**config.mk**
```make
export PLATFORM = sky130hd
export DESIGN_NAME = cabac_byte_feeder_flat
export DESIGN_NICKNAME = d
export VERILOG_FILES = /design/src/rtl/cabac_byte_feeder_pkg.sv /design/src/rtl/cabac_byte_feeder_if.sv /design/src/rtl/cabac_byte_feeder_fifo.sv /design/src/rtl/cabac_byte_feeder.sv /design/src/flat_wrapper.sv
export SDC_FILE = /design/constraint.sdc
export NUM_CORES = 1
export LEC_CHECK = 0
export BUFFER_PORTS_ARGS = -buffer_cell sky130_fd_sc_hd__buf_2
export CORE_ASPECT_RATIO = 0.9
export CORE_MARGIN = 1
export CORE_UTILIZATION = 56
export DETAILED_ROUTE_END_ITERATION = 8
export PLACE_DENSITY = 0.82
export SETUP_SLACK_MARGIN = 0.3
export SLEW_MARGIN = 0
export SYNTH_ARGS = -nofsm -noshare
export SYNTH_HDL_FRONTEND = slang
export SYNTH_SLANG_ARGS = --single-unit
export TNS_END_PERCENT = 5
```
**constraint.sdc**
```tcl
create_clock -name clk -period 5.3 [get_ports clk]
set_clock_uncertainty 0.1 [all_clocks]
set_input_delay 0.265 -clock clk [delete_from_list [all_inputs] [get_ports clk]]
set_output_delay 0.265 -clock clk [all_outputs]
set_load 0.01 [all_outputs]
```
**src/rtl/cabac_byte_feeder_pkg.sv**
```systemverilog
// Shared types and constants for the CABAC byte feeder.
// Optional feature macro: CABAC_EPB_STRIP_EN (emulation-prevention byte strip).
package cabac_pkg;

  typedef enum logic [1:0] {
    FEED_IDLE,
    FEED_INIT,
    FEED_RUN
  } feed_state_t;

  localparam int INIT_BYTES = 3;
  localparam logic [7:0] EPB_BYTE = 8'h03;

endpackage

```
**src/rtl/cabac_byte_feeder_if.sv**
```systemverilog
// Upstream byte stream, valid/ready handshake.
// Master drives valid/data, slave returns ready.
interface cabac_byte_feeder_if;
  logic       valid;
  logic [7:0] data;
  logic       ready;

  modport master (output valid, output data, input ready);
  modport slave  (input valid, input data, output ready);
endinterface

```
**src/rtl/cabac_byte_feeder_fifo.sv**
```systemverilog
// Show-ahead synchronous byte FIFO with registered ready.
// Head is read combinationally from storage.
module byte_fifo #(
  parameter int DEPTH = 4
) (
  input  logic       clk,
  input  logic       rst_n,
  input  logic       push,
  input  logic [7:0] din,
  input  logic       pop,
  output logic       ready,
  output logic       empty,
  output logic [7:0] head
);
  localparam int ADDR_W = $clog2(DEPTH);
  localparam logic [ADDR_W:0] FULL_CNT = (ADDR_W+1)'(DEPTH);

  logic [7:0]        mem [DEPTH];
  logic [ADDR_W-1:0] wr_ptr;
  logic [ADDR_W-1:0] rd_ptr;
  logic [ADDR_W:0]   count;
  logic [ADDR_W:0]   count_d;
  logic              do_push;
  logic              do_pop;

  assign empty   = (count == '0);
  assign do_pop  = pop & ~empty;
  assign do_push = push & (count != FULL_CNT);
  assign head    = mem[rd_ptr];

  // Next occupancy from this cycle's push/pop.
  always_comb begin
    count_d = count;
    unique case ({do_push, do_pop})
      2'b10:   count_d = count + 1'b1;
      2'b01:   count_d = count - 1'b1;
      default: count_d = count;
    endcase
  end

  // Pointers, occupancy and the registered ready flag.
  always_ff @(posedge clk or negedge rst_n) begin
    if (!rst_n) begin
      wr_ptr <= '0;
      rd_ptr <= '0;
      count  <= '0;
      ready  <= 1'b1;
    end else begin
      if (do_push) wr_ptr <= wr_ptr + 1'b1;
      if (do_pop)  rd_ptr <= rd_ptr + 1'b1;
      count <= count_d;
      ready <= (count_d != FULL_CNT);
    end
  end

  // Byte storage.
  always_ff @(posedge clk or negedge rst_n) begin
    if (!rst_n) begin
      for (int i = 0; i < DEPTH; i++) mem[i] <= '0;
    end else if (do_push) begin
      mem[wr_ptr] <= din;
    end
  end

endmodule

```
**src/rtl/cabac_byte_feeder.sv**
```systemverilog
// CABAC bitstream byte source: FIFO, 3-byte init, per-request delivery.
// Optional feature macro: CABAC_EPB_STRIP_EN.
module cabac_byte_feeder
  import cabac_pkg::*;
#(
  parameter int DEPTH = 4,
  parameter int CNT_W = 16
) (
  input  logic                clk,
  input  logic                rst_n,
  cabac_byte_feeder_if.slave  s,
  input  logic                init_start,
  output logic                init_done,
  output logic [23:0]         init_value,
  input  logic                request_byte,
  output logic [7:0]          byte_out,
  output logic                byte_valid,
  output logic                stall,
  output logic                busy,
  output logic [CNT_W-1:0]    bytes_used
);
  feed_state_t state_q;
  feed_state_t state_d;
  logic [1:0]  init_cnt;
  logic        accept;
  logic        drop;
  logic        wr;
  logic        pop;
  logic        empty;
  logic        in_init;
  logic        in_run;
  logic        last_init;

  assign accept    = s.valid & s.ready;
  assign wr        = accept & ~drop;
  assign in_init   = (state_q == FEED_INIT);
  assign in_run    = (state_q == FEED_RUN);
  assign last_init = (init_cnt == 2'(INIT_BYTES - 1));
  assign pop       = ~empty & ~init_start
                   & (in_init | (in_run & request_byte));

  assign byte_valid = ~empty & in_run;
  assign stall      = request_byte & in_run & empty;
  assign busy       = (state_q != FEED_IDLE);

`ifdef CABAC_EPB_STRIP_EN
  logic [1:0] zero_run;

  assign drop = accept & (zero_run == 2'd2)
              & (s.data == EPB_BYTE);

  // Track consecutive zero bytes on the input stream.
  always_ff @(posedge clk or negedge rst_n) begin
    if (!rst_n) begin
      zero_run <= '0;
    end else if (init_start) begin
      zero_run <= '0;
    end else if (accept) begin
      if (drop || s.data != 8'h00) zero_run <= '0;
      else if (zero_run != 2'd2)   zero_run <= zero_run + 1'b1;
    end
  end
`else
  assign drop = 1'b0;
`endif

  byte_fifo #(.DEPTH(DEPTH)) u_fifo (
    .clk   (clk),
    .rst_n (rst_n),
    .push  (wr),
    .din   (s.data),
    .pop   (pop),
    .ready (s.ready),
    .empty (empty),
    .head  (byte_out)
  );

  // State register.
  always_ff @(posedge clk or negedge rst_n) begin
    if (!rst_n) state_q <= FEED_IDLE;
    else        state_q <= state_d;
  end

  // Next-state decode.
  always_comb begin
    state_d = state_q;
    unique case (state_q)
      FEED_IDLE: if (init_start) state_d = FEED_INIT;
      FEED_INIT: begin
        if (init_start)           state_d = FEED_INIT;
        else if (pop && last_init) state_d = FEED_RUN;
      end
      FEED_RUN:  if (init_start) state_d = FEED_INIT;
      default:   state_d = FEED_IDLE;
    endcase
  end

  // Init byte counter, shift register and done pulse.
  always_ff @(posedge clk or negedge rst_n) begin
    if (!rst_n) begin
      init_cnt   <= '0;
      init_value <= '0;
      init_done  <= 1'b0;
    end else begin
      init_done <= pop & in_init & last_init;
      if (init_start) begin
        init_cnt <= '0;
      end else if (pop && in_init) begin
        init_cnt   <= init_cnt + 1'b1;
        init_value <= {init_value[15:0], byte_out};
      end
    end
  end

  // Saturating count of bytes handed out since init.
  always_ff @(posedge clk or negedge rst_n) begin
    if (!rst_n)                       bytes_used <= '0;
    else if (init_start)              bytes_used <= '0;
    else if (pop && bytes_used != '1) bytes_used <= bytes_used + 1'b1;
  end

endmodule

```
**src/flat_wrapper.sv**
```systemverilog
// flat-port wrapper written by rule: the top's interface ports become plain ports
module cabac_byte_feeder_flat import cabac_pkg::*;
#(
  parameter int DEPTH = 4,
  parameter int CNT_W = 16
)
  (clk, rst_n, init_start, init_done, init_value, request_byte, byte_out, byte_valid, stall, busy, bytes_used, s_valid, s_data, s_ready);
  cabac_byte_feeder_if s_i ();
  input  logic clk;
  input  logic rst_n;
  input  logic init_start;
  output logic init_done;
  output logic [23:0] init_value;
  input  logic request_byte;
  output logic [7:0] byte_out;
  output logic byte_valid;
  output logic stall;
  output logic busy;
  output logic [CNT_W-1:0] bytes_used;
  input wire logic [$bits(s_i.valid)-1:0] s_valid;
  input wire logic [$bits(s_i.data)-1:0] s_data;
  output wire logic [$bits(s_i.ready)-1:0] s_ready;
  assign s_i.valid = s_valid;
  assign s_i.data = s_data;
  assign s_ready = s_i.ready;
  cabac_byte_feeder #(.DEPTH(DEPTH), .CNT_W(CNT_W)) u_core (.clk(clk), .rst_n(rst_n), .s(s_i), .init_start(init_start), .init_done(init_done), .init_value(init_value), .request_byte(request_byte), .byte_out(byte_out), .byte_valid(byte_valid), .stall(stall), .busy(busy), .bytes_used(bytes_used));
endmodule
```
; ---- Word-level counts from Yosys, hierarchy flattened
; Cells that the tools add are included.
[classes]
n_addsub = 6
multipliers = 0
n_div = 0
n_lt_le_gt_ge = 3
n_eq_ne = 10
shift = 0
n_mux = 15
bitwise = 15
n_reduce_logical = 12
[ops]
columns = cell, count
row1 = 32-bit bitwise mux, 1
row2 = 16-bit two-way mux, 2
row3 = 8-bit two-way mux, 3
row4 = 16-bit by 1-bit adder with 16-bit output (second input constant), 1
row5 = 8-bit binary-select mux with 2-bit select, 1
row6 = 8-bit demux with 2-bit select, 1
row7 = 16-bit != test (second input constant), 1
row8 = 1-bit bitwise AND, 10
row9 = 2-bit two-way mux, 5
row10 = 3-bit != test (second input constant), 3
row11 = 2-bit by 1-bit adder with 2-bit output (second input constant), 3
row12 = 2-bit equality test (second input constant), 3
row13 = 3-bit >= comparator (second input constant), 2
row14 = 2-bit inverter with 3-bit output, 2
row15 = 3-bit case mux with 2 select lines, 1
row16 = 2-bit nonzero test, 3
row17 = 2-bit by 1-bit equality test with 1-bit output (second input constant), 2
row18 = 1-bit logical AND, 4
row19 = 2-bit case mux with 2 select lines, 1
row20 = 2-bit AND reduction, 2
row21 = 3-bit by 1-bit adder with 3-bit output (second input constant), 1
row22 = 3-bit logical NOT, 1
row23 = 3-bit by 1-bit < comparator with 1-bit output (second input constant), 1
row24 = 3-bit by 1-bit subtractor with 3-bit output (second input constant), 1
row25 = 5 further kinds, 6
[word_totals]
reg_bits = 85
latchBits = 0
ramBits = 0
mem_bits_ro = 0
in_bits = 13
output_inout_bits = 53
elab_cells = 74
n_memories = 0

; ---- Longest topological paths before layout
[logic_depth]
ltp_word = 8
ltp_mapped = 11
depth_no_buf = 10

; ---- Cells and area by module
; A second synthesis with hierarchy kept.
[unflattened]
hier_cells = 288
area_unflattened_um2 = 3872.5
[by_module_without_submodules]
columns = module, instances, cells_per_inst, area_per_inst_um2, seq_area_each_um2
row1 = cabac_byte_feeder, 1, 171, 2049.5, 1126.1
row2 = byte_fifo, 1, 117, 1823.0, 1002.2

; ---- Worst setup path after synthesis
; Ideal clock, no wire load.
[synth_path]
kind = flip-flop to flip-flop
start = reg u_core.state_q[1]
end = reg u_core.u_fifo.ready
setup_ns = 0.082
arrival_ns = 2.185
t_required_ns = 5.118
setup_slack_ns = 2.933
stages_incl_launch_ff = 12
n_path_buf = 1
period_less_slack_ns = 2.367
cell_sequence = dfrtp_1 nand2b_1 a211o_1 buf_6 inv_2 ha_1 inv_1 fa_1 xor2_1 nor2_1 xor2_1 nand2_1
[synth_between]
elab_chain_len = 8
word_cells_on_any_way = 10
classes_between = eq/ne: 5 / mux: 1 / bitwise: 4
[synth_lines]
columns = item, line_no
row1 = start: declaration, cabac_byte_feeder.sv:22  ; feed_state_t state_q;
row2 = start signal: assignment, cabac_byte_feeder.sv:81  ; else state_q <= state_d;
row3 = 2-bit equality test, cabac_byte_feeder.sv:37  ; assign in_run = (state_q == FEED_RUN);
row4 = 1-bit bitwise AND, cabac_byte_feeder.sv:40  ; & (in_init | (in_run & request_byte));
row5 = 1-bit bitwise OR *, cabac_byte_feeder.sv:40
row6 = 1-bit bitwise AND *, cabac_byte_feeder.sv:40
row7 = 1-bit bitwise AND *, cabac_byte_feeder_fifo.sv:27  ; assign do_pop = pop & ~empty;
row8 = named net u_core.u_fifo.do_pop, cabac_byte_feeder_fifo.sv:24  ; logic do_pop;
row9 = 2-bit by 1-bit equality test with 1-bit output / 2-bit equality test (equally long branches), cabac_byte_feeder_fifo.sv:34  ; unique case ({do_push, do_pop})
row10 = 3-bit case mux with 2 select lines *, cabac_byte_feeder_fifo.sv:34
row11 = named net u_core.u_fifo.count_d[2], cabac_byte_feeder_fifo.sv:22  ; logic [ADDR_W:0] count_d;
row12 = 3-bit != test *, cabac_byte_feeder_fifo.sv:52  ; ready <= (count_d != FULL_CNT);
row13 = end signal: assignment, cabac_byte_feeder_fifo.sv:52
row14 = end: declaration, cabac_byte_feeder_fifo.sv:11  ; output logic ready,
; The timed path passes the listed nets; every way through them passes the cells marked *.
; A chain may end at the register's enable or synchronous reset.

; ---- Final worst setup path
[layout_path]
start = reg u_core.u_fifo.count[0]
end = reg u_core.u_fifo.ready
[layout_between]
elab_chain_len = 8
word_cells_on_any_way = 13
classes_between = add/sub: 2 / eq/ne: 4 / mux: 1 / bitwise: 5 / reduce/logical: 1
[layout_lines]
columns = item, line_no
row1 = start: declaration, cabac_byte_feeder_fifo.sv:21  ; logic [ADDR_W:0] count;
row2 = start signal: assignment, cabac_byte_feeder_fifo.sv:51  ; count <= count_d;
row3 = 3-bit logical NOT *, cabac_byte_feeder_fifo.sv:26  ; assign empty = (count == '0);
row4 = 1-bit inverter *, "cabac_byte_feeder_fifo.sv:27, cabac_byte_feeder.sv:39"
row5 = 1-bit bitwise AND, cabac_byte_feeder.sv:39  ; assign pop = ~empty & ~init_start
row6 = 1-bit bitwise AND, cabac_byte_feeder.sv:40
row7 = 1-bit bitwise AND *, cabac_byte_feeder_fifo.sv:27
row8 = named net u_core.u_fifo.do_pop, cabac_byte_feeder_fifo.sv:24
row9 = 2-bit by 1-bit equality test with 1-bit output / 2-bit equality test (equally long branches), cabac_byte_feeder_fifo.sv:34
row10 = 3-bit case mux with 2 select lines *, cabac_byte_feeder_fifo.sv:34
row11 = named net u_core.u_fifo.count_d[1], cabac_byte_feeder_fifo.sv:22
row12 = 3-bit != test *, cabac_byte_feeder_fifo.sv:52
; Marked as above.

==> metrics.yaml <==
run_status:
  outcome: "complete, but fails checks"
  violations: "negative hold slack"
synthesis:
  yosysWarningCount: 0
  synthesis.area_mm2: 0.003870
  yosysTopAreaCell: "dfrtp_1"
  ys_seq_area_frac: 0.5500
  synth_fp_nets: 303
  synth.most_common_cell: "dfrtp_1"
  yosys.cell_types.count: 45
  syn_area_per_cell_um2: 13.72
  ys_seq_elements: 85
  async_reset_ff_frac: 1.000
  syn_inst: 282
  synthTopCellsByCount: "84 x dfrtp_1, 57 x mux2_2, 14 x nor2_1"
  synthTopCellsByArea: "dfrtp_1 54%, mux2_2 17%, mux4_2 4.7%, xnor2_1 2.5%, ha_1 2.3%"
  synth_top_area_share: 0.5432
  synth_edf_count: 0
  synth_ff_type: "dfrtp_1"
layout:
  syn_to_final_growth_pct: 15.84
  layout-drive-gt1-share: 0.4460
  diodes: 0
  nets: 368
  final_cell_count_no_fill: 442
  fillers: 468
power:
  power.internal_mw: 1.765
  power.switching_uw: 910.2
  swShare: 0.3403
  p_per_area_mw_per_mm2: 596.6
  p_leak_nw: 2.048
  vdd_ir_drop_max_uv: 260.5
  p_clk_frac: 0.186
  pwr-share-comb: 0.395
  pwr-share-seq: 0.419
grt:
  grt_max_degree: 86
  grt_pass1_wl_mm: 11.07
  grt_use_met2: 0.3000
  grt_overflow: 0
  grt_pass1_vias: 2269
  grtUsageMet1: 0.2953
  grt_busiest_layer: "met2"
  use_met3: 0.04472
  track_usage: 0.2060
  antenna_found_initial: 0
worst_setup_path:
  required_ns: 5.49
  ff2ff_path_depth: 9
  cp-start-kind: "flip-flop"
  crit_chain: "nor3_1 > a211o_1 > inv_2 > ha_1 > inv_1 > fa_1 > mux2i_1 > nor2_1 > nand2_1"
  arrival_ns: 3.01
  crit_path_end_kind: "flip-flop"
  crit_type: "reg -> reg"
  slowest_delay_ns: 0.60
  crit_fanout: 12
  crit_path_top_delay_cell: "nor3_1"
die:
  ioPinCount: 66
  die_h_um: 80.87
  initial_utilization: 0.5845
  fp.coreArea_mm2: 0.006621
  die-area_mm2: 0.007248
  die_x_um: 89.63
  rows: 28
drt:
  drtIter0Drc: 144
  wl_per_cell_um: 15.89
  via_per_inst: 5.450
  vias: 2409
  drc: 0
  first_pass_iters: 4
  ant_nets: 0
  wl_mm: 7.025
clock_tree:
  hold_buffers: 0
  cts_setup_buffers: 0
  path_clk_slew_ns: 0.08
  cts_tree: "done"
  numCtsBuffers: 9
  cts_num_sinks: 85
  insertion_delay_ns: 0.35
  post_cts_resized: 0
  ctsRootBufferMaster: "clkbuf_8"
  h-tree-depth: 3
  clock_path_buffers: 2
timing:
  hold_viol_final: 21
  whs_ns: -0.03345
  setup_viol: 0
  final.setup.tns_ns: 0
  finalCriticalPeriod_ns: 2.825
  fmax_mhz: 354.0
  rsz0062_at_grt: "false"
  post-route-period-util: 0.5330
  drv_slew: 0
  setup_ws_ns: 2.475
  maxSlewHeadroom: 0.2266
  worstMarginPinSlew_ns: 1.156
job:
  maxCapViolCount: 0
placement:
  place_ws_ns: 2.518
  finalWeightedCongestion: 0.7451
  portBuffers: 65
  dp_hpwl_mm: 4.838
  dp.cells: 426
hold_path:
  hp-class: "in -> async"
-- layout by cell type (no fill, tap or decap), types with 8 or more instances in the layout --
cell type / n
nor2_1: 14
clkbuf_8: 9
nand2b_1: 8
mux2_2: 57
buf_2: 64
dfrtp_1: 84
mux4_2: 8
nand2_1: 12
xnor2_1: 11
-- cells by family after synthesis --
family | count (synthesis) | synth area share
flip-flops | 85 | 0.5500
XOR/XNOR | 14 | 0.03169
AND/OR/NAND/NOR | 67 | 0.1015
AO/OA/AOI/OAI | 18 | 0.03848
buffers and inverters | 19 | 0.02263
multiplexers | 71 | 0.2279
adder cells (fa/ha/maj) | 8 | 0.02780
-- power by group through the flow --
| stage | logic (mW) | registers, mW | clock network, mW |
|---|---|---|---|
| after floorplan | 0.752 | 1.11 | 0 |
| after global placement | 1.03 | 1.11 | 0 |
| after detailed placement | 1.06 | 1.13 | 0 |
| after CTS | 1.07 | 1.12 | 0.511 |
| after global routing | 1.15 | 1.16 | 0.533 |
| final | 1.06 | 1.12 | 0.498 |
-- final cells by class --
cell class,instances,area [um2],share of cell area
tap,90,112.6,0.02512
clock inverter,7,100.1,0.02233
timing repair buffer,65,327.8,0.07312
multi-input combinational,178,1660,0.3704
clock buffer,9,123.9,0.02763
sequential,85,2128,0.4747
inverter,8,30.03,0.006698
-- metal layers --
layer  routed length, um  vias to the layer above
li1                    -                     1133
met1                3286                     1195
met2                3311                       67
met3                 314                       14
met4                 113                        0
met5                   0                        -
-- worst paths after layout --
path	startpoint	endpoint	slack [ns]
min in group clk	s_data[6]	u_core.u_fifo.mem[30]	0.09
setup / recovery	u_core.u_fifo.count[0]	u_core.u_fifo.ready	2.47
max in group asynchronous	rst_n	u_core.u_fifo.mem[5]	4.42
hold / removal	rst_n	u_core.bytes_used[2]	-0.03
hold reg to reg	u_core.init_value[20]	u_core.init_value[20]	0.41
setup reg to reg	u_core.u_fifo.count[0]	u_core.u_fifo.ready	2.47
-- through the flow --
step	area, um2	utilization	total power, mW	hold WS [ns]
5_1_grt	4483	0.6771	2.848	0.08052
2_1_floorplan	3870	-	1.862	-0.1306
4_1_cts	4483	0.6771	2.700	0.03398
6_report	4483	0.6771	2.675	-0.03345
3_3_place_gp	4259	0.6432	2.142	0.3844
3_5_place_dp	4259	0.6432	2.197	0.3896
-- state kept, by name, summed over array words and instances, names as in the netlist --
signal,cells
u_core.init_done,1
u_core.init_value,24
u_core.state_q,2
u_core.u_fifo.ready,1
u_core.u_fifo.wr_ptr,2
u_core.bytes_used,16
u_core.u_fifo.mem,32
u_core.u_fifo.rd_ptr,2
u_core.init_cnt,2
u_core.u_fifo.count,3
-- critical path, delay by kind of cell, from the launching register on --
family / cells / cell delay, ns
AOI/OAI and AO/OA: 1 / 0.52
adders and majority gates: 2 / 0.64
buffers and inverters: 2 / 0.17
DFF: 1 / 0.42
muxes: 1 / 0.17
and+or+nand+nor: 3 / 0.74
No activity file was read; power rests on OpenSTA's default activity.
